--- src/rtl/ps2_kbd_buf_if.sv ---
// Keyboard-buffer bus: scanner inputs, CPU pop/clear controls and FIFO status.
interface ps2_kbd_buf_if #(
    parameter int PTR_W = 3
);
    logic [7:0]     ps2_byte;
    logic           ps2_intp;
    logic           caps_flg;
    logic           rd_en;
    logic           ovf_clr;
    logic [7:0]     dout;
    logic           empty;
    logic           full;
    logic [PTR_W:0] count;
    logic           ovf;
    logic           irq;

    modport master (
        output ps2_byte, ps2_intp, caps_flg, rd_en, ovf_clr,
        input  dout, empty, full, count, ovf, irq
    );

    modport slave (
        input  ps2_byte, ps2_intp, caps_flg, rd_en, ovf_clr,
        output dout, empty, full, count, ovf, irq
    );
endinterface

--- src/rtl/ps2_kbd_buf.sv ---
// PS/2 set-2 make code to ASCII translator feeding a first-word-fall-through FIFO.
module ps2_kbd_buf #(
    parameter int DEPTH = 8,
    parameter int PTR_W = 3
) (
    input  logic              clk,
    input  logic              rst,
    ps2_kbd_buf_if.slave      bus
);
    localparam logic [PTR_W:0] FULL_CNT = (PTR_W+1)'(DEPTH);

    // Returns 1 with the ASCII char when the code is mapped; caps only affects letters.
    function automatic logic xlate(input logic [7:0] code, input logic caps,
                                   output logic [7:0] ch);
        logic       hit;
        logic       letter;
        logic [7:0] c;
        hit    = 1'b1;
        letter = 1'b1;
        c      = 8'h00;
        case (code)
            8'h1C: c = 8'h61;  8'h32: c = 8'h62;  8'h21: c = 8'h63;
            8'h23: c = 8'h64;  8'h24: c = 8'h65;  8'h2B: c = 8'h66;
            8'h34: c = 8'h67;  8'h33: c = 8'h68;  8'h43: c = 8'h69;
            8'h3B: c = 8'h6A;  8'h42: c = 8'h6B;  8'h4B: c = 8'h6C;
            8'h3A: c = 8'h6D;  8'h31: c = 8'h6E;  8'h44: c = 8'h6F;
            8'h4D: c = 8'h70;  8'h15: c = 8'h71;  8'h2D: c = 8'h72;
            8'h1B: c = 8'h73;  8'h2C: c = 8'h74;  8'h3C: c = 8'h75;
            8'h2A: c = 8'h76;  8'h1D: c = 8'h77;  8'h22: c = 8'h78;
            8'h35: c = 8'h79;  8'h1A: c = 8'h7A;
            default: begin
                letter = 1'b0;
                case (code)
                    8'h45: c = 8'h30;  8'h16: c = 8'h31;  8'h1E: c = 8'h32;
                    8'h26: c = 8'h33;  8'h25: c = 8'h34;  8'h2E: c = 8'h35;
                    8'h36: c = 8'h36;  8'h3D: c = 8'h37;  8'h3E: c = 8'h38;
                    8'h46: c = 8'h39;
                    8'h29: c = 8'h20;  8'h5A: c = 8'h0D;
                    8'h66: c = 8'h08;  8'h76: c = 8'h1B;
                    default: hit = 1'b0;
                endcase
            end
        endcase
        ch = (letter && caps) ? (c - 8'h20) : c;
        return hit;
    endfunction

    logic             s1_vld;
    logic [7:0]       s1_chr;
    logic             map_hit;
    logic [7:0]       map_chr;

    logic [7:0]       mem [DEPTH];
    logic [PTR_W-1:0] wr_ptr;
    logic [PTR_W-1:0] rd_ptr;
    logic [PTR_W:0]   cnt;
    logic             ovf_q;

    logic             is_empty;
    logic             is_full;
    logic             pop;
    logic             push_ok;
    logic             drop;

    always_comb begin
        map_chr = 8'h00;
        map_hit = xlate(bus.ps2_byte, bus.caps_flg, map_chr);
    end

    assign is_empty = (cnt == '0);
    assign is_full  = (cnt == FULL_CNT);
    assign pop      = bus.rd_en && !is_empty;
    // A full FIFO still accepts a push when a pop frees the head slot in the same cycle.
    assign push_ok  = s1_vld && (!is_full || pop);
    assign drop     = s1_vld && is_full && !pop;

    always_ff @(posedge clk) begin
        if (rst) begin
            s1_vld <= 1'b0;
            s1_chr <= 8'h00;
        end else begin
            s1_vld <= bus.ps2_intp && map_hit;
            if (bus.ps2_intp && map_hit)
                s1_chr <= map_chr;
        end
    end

    always_ff @(posedge clk) begin
        if (rst) begin
            wr_ptr <= '0;
            rd_ptr <= '0;
            cnt    <= '0;
            ovf_q  <= 1'b0;
        end else begin
            if (push_ok)
                wr_ptr <= wr_ptr + 1'b1;
            if (pop)
                rd_ptr <= rd_ptr + 1'b1;
            case ({push_ok, pop})
                2'b10:   cnt <= cnt + 1'b1;
                2'b01:   cnt <= cnt - 1'b1;
                default: cnt <= cnt;
            endcase
            if (drop)
                ovf_q <= 1'b1;
            else if (bus.ovf_clr)
                ovf_q <= 1'b0;
        end
    end

    // Storage carries no reset; dout is gated by empty so stale entries never show.
    always_ff @(posedge clk) begin
        if (push_ok)
            mem[wr_ptr] <= s1_chr;
    end

    assign bus.dout  = is_empty ? 8'h00 : mem[rd_ptr];
    assign bus.empty = is_empty;
    assign bus.full  = is_full;
    assign bus.count = cnt;
    assign bus.ovf   = ovf_q;
    assign bus.irq   = !is_empty;
endmodule

--- src/flat_wrapper.sv ---
// flat-port wrapper written by rule: the top's interface ports become plain ports
module ps2_kbd_buf_flat 
#(
    parameter int DEPTH = 8,
    parameter int PTR_W = 3
)
  (clk, rst, bus_ps2_byte, bus_ps2_intp, bus_caps_flg, bus_rd_en, bus_ovf_clr, bus_dout, bus_empty, bus_full, bus_count, bus_ovf, bus_irq);
  ps2_kbd_buf_if #(.PTR_W(PTR_W)) bus_i ();
  input  logic clk;
  input  logic rst;
  input wire logic [$bits(bus_i.ps2_byte)-1:0] bus_ps2_byte;
  input wire logic [$bits(bus_i.ps2_intp)-1:0] bus_ps2_intp;
  input wire logic [$bits(bus_i.caps_flg)-1:0] bus_caps_flg;
  input wire logic [$bits(bus_i.rd_en)-1:0] bus_rd_en;
  input wire logic [$bits(bus_i.ovf_clr)-1:0] bus_ovf_clr;
  output wire logic [$bits(bus_i.dout)-1:0] bus_dout;
  output wire logic [$bits(bus_i.empty)-1:0] bus_empty;
  output wire logic [$bits(bus_i.full)-1:0] bus_full;
  output wire logic [$bits(bus_i.count)-1:0] bus_count;
  output wire logic [$bits(bus_i.ovf)-1:0] bus_ovf;
  output wire logic [$bits(bus_i.irq)-1:0] bus_irq;
  assign bus_i.ps2_byte = bus_ps2_byte;
  assign bus_i.ps2_intp = bus_ps2_intp;
  assign bus_i.caps_flg = bus_caps_flg;
  assign bus_i.rd_en = bus_rd_en;
  assign bus_i.ovf_clr = bus_ovf_clr;
  assign bus_dout = bus_i.dout;
  assign bus_empty = bus_i.empty;
  assign bus_full = bus_i.full;
  assign bus_count = bus_i.count;
  assign bus_ovf = bus_i.ovf;
  assign bus_irq = bus_i.irq;
  ps2_kbd_buf #(.DEPTH(DEPTH), .PTR_W(PTR_W)) u_core (.clk(clk), .rst(rst), .bus(bus_i));
endmodule
--- config.mk ---
export PLATFORM = sky130hd
export DESIGN_NAME = ps2_kbd_buf_flat
export DESIGN_NICKNAME = d
export VERILOG_FILES = /design/src/rtl/ps2_kbd_buf_if.sv /design/src/rtl/ps2_kbd_buf.sv /design/src/flat_wrapper.sv
export SDC_FILE = /design/constraint.sdc
export NUM_CORES = 1
export LEC_CHECK = 0
export ABC_AREA = 1
export CAP_MARGIN = 5
export CORE_UTILIZATION = 55
export DETAILED_ROUTE_END_ITERATION = 7
export PLACE_DENSITY_LB_ADDON = 0.25
export SYNTH_ARGS = -nofsm -noshare
export SYNTH_HDL_FRONTEND = slang
export SYNTH_SLANG_ARGS = --single-unit
--- constraint.sdc ---
create_clock -name clk -period 3.4 [get_ports clk]
set_clock_uncertainty 0.2 [all_clocks]
set_input_delay 0.51 -clock clk [delete_from_list [all_inputs] [get_ports clk]]
set_output_delay 0.51 -clock clk [all_outputs]
set_load 0.05 [all_outputs]
-- Yosys cells after proc, flatten, opt, wreduce, memory -nomap -nowiden
Memories as Yosys holds them, arrays and structs flattened. A register that Yosys moved wholly into a read port is not among the register bits.
Cells that the tools add are included.
- $add $sub $neg: 5
- equality and inequality tests: 43
- muxes and demuxes: 14
- reduce and logical (&&, ||, !) cells: 15
- operator list (operator ; count):
    8-bit case mux with 26 select lines ; 1
    8-bit by 6-bit == test with 1-bit output (second input constant) ; 23
    6-bit case mux with 14 select lines ; 1
    8-bit by 7-bit == test with 1-bit output (second input constant) ; 10
    8-bit by 5-bit == test with 1-bit output (second input constant) ; 7
    26-bit OR reduction ; 1
    8-bit two-way mux ; 2
    14-bit OR reduction ; 1
    4-bit case mux with 2 select lines ; 1
    8-bit by 6-bit subtractor with 8-bit output (second input constant) ; 1
    1-bit two-way mux ; 7
    3-bit by 1-bit adder with 3-bit output (second input constant) ; 2
    1-bit logical AND ; 6
    3-bit two-way mux ; 2
    4-bit by 1-bit adder with 4-bit output (second input constant) ; 1
    4-bit == test (second input constant) ; 1
    4-bit logical NOT ; 1
    2-bit nonzero test ; 2
    4-bit by 1-bit subtractor with 4-bit output (second input constant) ; 1
    1-bit logical NOT ; 3
    2-bit by 1-bit == test with 1-bit output (second input constant) ; 1
    2-bit == test (second input constant) ; 1
    1-bit logical OR ; 1
- register bits: 20
- bits in writable memories: 64
- input bits: 14
- output and inout bits: 16
- logic and storage cells: 84
- memories: 1
- memories (name ; words ; width ; rd ports ; clocked after memory_dff ; write ports ; RTL line ; text):
    u_core.mem ; 8 ; 8 ; 1 ; 1 ; 1 ; ps2_kbd_buf.sv:53 ; logic [7:0] mem [DEPTH];

-- Depth between registers and ports, before layout
Gate-level depths: netlist of run 1.
- depth after elaboration: 7
- depth in mapped cells: 15
- gate-level depth less buffers: 15

-- Worst setup path after synthesis of run 1
Ideal clock, no wire load.
- path kind: register to output
- start: register u_core.cnt[2], in the netlist u_core.bus.count[2]
- end: output bus_dout[0]
- arrival: 2536 ps
- data required time: 2690 ps
- path slack: 154 ps
- cell stages (with the launch flop): 6
- buffers on the path: 1
- cells stage by stage: dfxtp_1 inv_1 nand3_1 clkbuf_1 o21ai_0 a31oi_1
- word-level cells in the longest chain between the ends: 2
- RTL lines (element ; RTL line ; text):
    from (decl) ; ps2_kbd_buf.sv:56 ; logic [PTR_W:0] cnt;
    from (signal assigned) ; ps2_kbd_buf.sv:100 ; 2'b10: cnt <= cnt + 1'b1;
    from (signal assigned) ; ps2_kbd_buf.sv:101 ; 2'b01: cnt <= cnt - 1'b1;
    from (signal assigned) ; ps2_kbd_buf.sv:102 ; default: cnt <= cnt;
    4-bit logical NOT ; ps2_kbd_buf.sv:70 ; assign is_empty = (cnt == '0);
    8-bit two-way mux ; ps2_kbd_buf.sv:117 ; assign bus.dout = is_empty ? 8'h00 : mem[rd_ptr];
    to (decl) ; flat_wrapper.sv:16 ; output wire logic [$bits(bus_i.dout)-1:0] bus_dout;
Every way passes these cells.

-- Worst setup path in the final report of run 1
- start: register u_core.cnt[0], in the netlist u_core.bus.count[0]
- end: output bus_empty
- word-level cells in the longest chain between the ends: 1
- RTL lines (element ; RTL line ; text):
    4-bit logical NOT ; ps2_kbd_buf.sv:70 ;
    to (decl) ; flat_wrapper.sv:17 ; output wire logic [$bits(bus_i.empty)-1:0] bus_empty;
Every way passes these cells.

==> results of run 1 <==
==> cell type report <==
| cell class | instances | area [um^2] |
|---|---|---|
| sequential | 87 | 2380 |
| tap | 99 | 124 |
| timing repair buffer | 38 | 338 |
| inverter | 42 | 158 |
| fill | 596 | 2490 |
| clock buffer | 11 | 174 |
| clock inverter | 5 | 42.5 |
| multi-input combinational | 352 | 1660 |
==> worst max-delay path, delay by kind of cell, from the launching register on <==
kind / cells / cell delay, ps
flops: 1 / 390
simple gates: 2 / 510
buf+inv: 2 / 960
==> sequential cells by signal (all words and copies together) (netlist names), named ones only <==
name and cells:
u_core.mem 64, u_core.s1_chr 8, u_core.bus.count 4, u_core.rd_ptr 3
u_core.wr_ptr 3, u_core.bus.ovf 1, u_core.s1_vld 1
==> logic make-up (layout without fill, tap and decap cells) <==
logic type	Yosys count	in the layout	synth area share, %
compound gates	80	80	10.4
xor+xnor	2	2	0.412
fa+ha+maj	3	3	0.882
buf+inv	53	96	4.91
flops	87	87	56.0
simple gates	267	267	27.4
==> cells in the mapped netlist (all sizes together) <==
library cell / count / area [um^2]
nand4: 10 / 62.6
nand2: 108 / 450
o211ai: 1 / 7.51
and3: 1 / 6.26
nor4: 1 / 12.5
edfxtp: 64 / 1920
o2111ai: 1 / 8.76
o22ai: 8 / 50.1
nor2: 121 / 492
and2: 1 / 6.26
buf: 1 / 3.75
clkbuf: 10 / 47.5
nand3: 18 / 90.1
o21ai: 51 / 270
dfxtp: 23 / 460
xor2: 2 / 17.5
ha: 3 / 37.5
a31oi: 8 / 50.1
nor3: 2 / 10.0
inv: 42 / 158
a21oi: 11 / 55.1
nand3b: 5 / 37.5
==> metrics by stage <==
| stage | power [mW] | util [%] | cells | worst slack, ps | hold WS [ps] |
|---|---|---|---|---|---|
| finish | 3.60 | 66.2 | 634 | 469 | 275 |
| global route | 3.81 | 66.2 | 634 | 290 | 310 |
| CTS | 3.61 | 66.2 | 634 | 458 | 272 |
| detailed placement | 2.87 | 63.3 | 618 | 648 | 259 |
| global placement | 2.85 | 63.3 | 618 | 664 | 250 |
| floorplan | 2.40 | - | 492 | 154 | 233 |
==> power by group through the flow <==
| stage | Combinational, mW | Clock, mW | Sequential (mW) |
|---|---|---|---|
| finish | 1.59 | 0.748 | 1.26 |
| global route | 1.74 | 0.800 | 1.27 |
| CTS | 1.59 | 0.755 | 1.26 |
| detailed placement | 1.59 | 0 | 1.29 |
| global placement | 1.56 | 0 | 1.28 |
| floorplan | 1.05 | 0 | 1.36 |
==> per-layer routing <==
metal  GRT usage, %  vias up  wire length, um
li1               -     1736                -
met1           32.1     1672             4180
met2           42.8      112             4530
met3           5.25       12              498
met4           7.12        0              132
met5              0        -                0
==> worst max-delay path by stage <==
stage,depth (start not counted),endpoint
after floorplan,5,bus_dout[0]
after global routing,4,bus_empty
after CTS,4,bus_empty
after global placement,11,u_core.s1_chr[0]
after detailed placement,11,u_core.s1_chr[0]
final,4,bus_empty
==> out/metrics.yaml, run 1 <==
outcome: "complete, no violations"
worstReg2RegStart: "u_core.bus.count[2]"
ys_seq_elements: 87
cts_setup_buffers: 0
combPwrFrac_pct: 44.1
cp.required_ps: 2690
layout_common_cells: "nor2_1 (110), nand2_1 (94), edfxtp_1 (64)"
min_from: "u_core.rd_ptr[2]"
seqPwrFrac_pct: 35.1
row_count: 31
cts_resized: 0
clock_latency_ps: 350
hold_depth: 2
cts_buffers: 9
drive_above_1_share_pct: 12.0
slowest_stage: "clkdlybuf4s50_1"
areaGrowthSynthToFinish_pct: 14.7
drt-pass1-iter-count: 5
start_util_pct: 57.7
yosys_warnings: 0
synth_cells: 492
p_clk_share_pct: 20.8
syn-mean-instance-area_um2: 8.65
cts_hold_buf: 0
drv_cap: 0
hold_class: "reg -> reg"
globalplace.congestion: 0.984
cts_buffer_depth: 2
dp_hpwl_um: 6680
ir_drop_uv: 728
hold_violations: 0
p_switching_mw: 1.56
fin_area_mm2: 0.00488
io_buffers: 29
leakagePower_nw: 2.02
htree_levels: 3
vias: 3532
grt_pass1_wl_um: 15700
maxSlewHeadroom_pct: 45.4
ff2ff_setup_slack_ps: 820
clock_sinks: 87
track_usage_pct: 24.9
p_int_mw: 2.03
wl_um: 9340
reg2reg_to: "u_core.bus.count[2]"
seq_area_frac_synth_pct: 56.0
fmax_mhz: 341
cpPeakStageDelay_ps: 810
antenna_found_initial: 0
critPathCaptureType: "primary output"
sw_frac_of_total_pct: 43.5
finalSetupViolCount: 0
rsz0062_at_grt: "false"
drtAntennaViolNets: 0
cts.clk_slew.worst_paths_ps: 90
yosysUniqueCellTypes: 30
grt_pass1_vias: 3293
final_common_cell: "nor2_1"
rr_worst_depth: 14
slew_viol_final: 0
dieArea_mm2: 0.00809
fin_crit_sh_pct: 86.2
wire_per_inst_um: 14.7
core_mm2: 0.00737
cp_cell_sequence: "nor2_1 -> nand3_1 -> inv_1 -> clkdlybuf4s50_1"
place_area_mm2: 0.00467
initialDrtViolationCount: 174
critPathKind: "reg -> out"
grt_max_degree: 33
start_kind: "flip-flop"
p_per_area_mw_per_mm2: 737
tightestPinTransition_ps: 815
drc: 0
startpoint: "u_core.bus.count[0]"
fin_crit_ps: 2930
cts_tree: "done"
diodes: 0
min_to: "u_core.rd_ptr[2]"
syn_area_mm2: 0.00426
overflow: 0
path_max_fanout: 11
die_y_um: 90.0
clock-root-buffer: "clkbuf_8"
boundaryPins: 30
mappedNetlistNets: 509
via_per_inst: 5.57
cp.arrival_ps: 2220
die_x_um: 90.0
final_nets: 547
timing.setup.tns_ps: 0
Note: power is estimated with default switching activity, not from simulation.
==> inputs of run 2 (changes only) <==
--- a/config.mk
+++ b/config.mk
@@ -7,7 +7,7 @@
 export LEC_CHECK = 0
 export ABC_AREA = 1
 export CAP_MARGIN = 5
-export CORE_UTILIZATION = 55
+export CORE_UTILIZATION = 25
 export DETAILED_ROUTE_END_ITERATION = 7
 export PLACE_DENSITY_LB_ADDON = 0.25
 export SYNTH_ARGS = -nofsm -noshare
==> constraint.sdc (replaced) <==
create_clock -name clk -period 3.4 [get_ports clk]
set_clock_uncertainty 0.2 [all_clocks]
set_input_delay 0.68 -clock clk [delete_from_list [all_inputs] [get_ports clk]]
set_output_delay 0.68 -clock clk [all_outputs]
set_load 0.05 [all_outputs]
==> run 2 against run 1 <==
Compared with the run above:
- hold slack lost 8.1 ps
- sequential power barely moved
- flip-flop and latch count unchanged
- total power grew 9.7%
- first-iteration DRC count grew 9.8%
- worst setup slack worse by 41 ps
- sequential share of layout area shrank 3.1 points
- via count shrank 4.4%
- combinational power rose by 6%
- wire length increased by 9.0%
- non-clock buffer count grew 6
- fmax decreased by 1.4%
==> out/metrics.yaml, run 2 (synthesis results as in run 1) <==
outcome: "complete, no violations"
cp.required_ps: 2520
fin_area_mm2: 0.00521
drc: 0
largest_reg_flops: 64
cts_buffer_depth: 2
place_area_mm2: 0.00491
diodes: 0
drive_above_1_share_pct: 14.2
rsz0062_at_grt: "false"
areaGrowthSynthToFinish_pct: 22.5
rr_worst_depth: 14
worstReg2RegStart: "u_core.bus.count[2]"
start_kind: "flip-flop"
grt_pass1_vias: 3347
via_per_inst: 4.44
cts_resized: 0
htree_levels: 3
wl_um: 10200
cts_buffers: 9
fin_crit_ps: 2970
die_y_um: 132
row_count: 47
final_nets: 553
initialDrtViolationCount: 191
globalplace.congestion: 0.833
cts.clk_slew.worst_paths_ps: 60
wire_per_inst_um: 13.4
fin_crit_sh_pct: 87.4
cp.arrival_ps: 2090
hold_violations: 0
drt-pass1-iter-count: 4
antenna_found_initial: 0
overflow: 0
regMostFlops: "u_core.mem"
start_util_pct: 25.7
routed.top_layer: "met4"
p_per_area_mw_per_mm2: 757
dieArea_mm2: 0.0175
drv_cap: 0
min_to: "u_core.bus.ovf"
clock_latency_ps: 340
critPathCaptureType: "primary output"
min_from: "u_core.bus.ovf"
leakagePower_nw: 2.09
clock-root-buffer: "clkbuf_16"
final_common_cell: "nor2_1"
tightestPinTransition_ps: 499
wl_met1_um: 5000
finalSetupViolCount: 0
slew_viol_final: 0
reg2reg_to: "u_core.bus.count[2]"
core_mm2: 0.0166
ff2ff_setup_slack_ps: 1010
cts_tree: "done"
hold_depth: 2
vias: 3376
grt_pass1_wl_um: 16900
layout_common_cells: "nor2_1 (110), nand2_1 (94), edfxtp_1 (64)"
ir_drop_uv: 795
maxSlewHeadroom_pct: 66.6
cts_hold_buf: 0
io_buffers: 29
timing.setup.tns_ps: 0
fillers: 1773
dp_hpwl_um: 7330
fmax_mhz: 336
cts_setup_buffers: 0
hold_class: "reg -> reg"
track_usage_pct: 12.4
path_max_fanout: 24
clock_sinks: 87
dr_wl_met3_um: 392
drtAntennaViolNets: 0
boundaryPins: 30
critPathKind: "reg -> out"
wl_met2_um: 4680
grt_max_degree: 33
die_x_um: 132
## run 2: cell count changes in the layout (fill, tap and decap cells not counted), moves of 2 or more
cell / previous run / this run
clkbuf_16: 2 / 9
a31oi_1: 8 / 0
clkbuf_8: 9 / 1
a31oi_2: 0 / 8
buf_4: 17 / 23
clkinv_2: 0 / 2
## run 2: per-stage QoR
| step | total power, mW | hold slack (ps) | std cells | worst slack, ps | utilization (%) |
|---|---|---|---|---|---|
| 6_report | 3.94 | 267 | 761 | 428 | 31.4 |
| 5_1_grt | 4.18 | 303 | 761 | 271 | 31.4 |
| 4_1_cts | 3.99 | 269 | 761 | 369 | 31.4 |
| 3_5_place_dp | 3.00 | 258 | 745 | 480 | 29.6 |
| 3_3_place_gp | 2.99 | 253 | 745 | 495 | 29.6 |
| 2_1_floorplan | 2.47 | 233 | 492 | 209 | - |
## run 2: final cells by class
| type | count | area [um^2] | share of cell area, % |
|---|---|---|---|
| clock inverter | 5 | 57.6 | 1.10 |
| inverter | 42 | 158 | 3.02 |
| sequential | 87 | 2380 | 45.7 |
| timing repair buffer | 44 | 383 | 7.35 |
| tap | 220 | 275 | 5.28 |
| multi-input combinational | 352 | 1710 | 32.9 |
| clock buffer | 11 | 243 | 4.66 |
## run 2: critical path, cell delays in order (launching register included)
cell and delay, ps:
dfxtp_1 530, buf_4 360, o21ai_0 130, o22ai_1 160, o21ai_0 140, a31oi_2 200
buf_4 230
## run 2: worst max path at each step
| stage | startpoint | to | slack, ps | cells past startpoint |
|---|---|---|---|---|
| 4_1_cts | flip-flop | bus_dout[1] | 370 | 6 |
| 3_3_place_gp | bus_ps2_byte[0] | u_core.s1_chr[1] | 490 | 11 |
| 5_1_grt | flip-flop | bus_dout[6] | 270 | 6 |
| 6_report | flip-flop | bus_dout[6] | 430 | 6 |
| 2_1_floorplan | u_core.bus.count[2] | bus_dout[0] | 210 | 5 |
| 3_5_place_dp | bus_ps2_byte[0] | u_core.s1_chr[4] | 480 | 11 |
## run 2: metal layers
metal	up-vias	GRT usage, %
met4	0	3.64
met2	57	20.2
met1	1564	16.3
met3	10	3.14
li1	1745	-
met5	-	0
## run 2: where the power goes
part           switching (mW)  total, mW  internal (mW)  leakage [nW]
clock network           0.390      0.980          0.590         0.150
registers              0.0886       1.28           1.20         0.770
logic                    1.15       1.68          0.531          1.17
total                    1.63       3.94           2.32          2.09
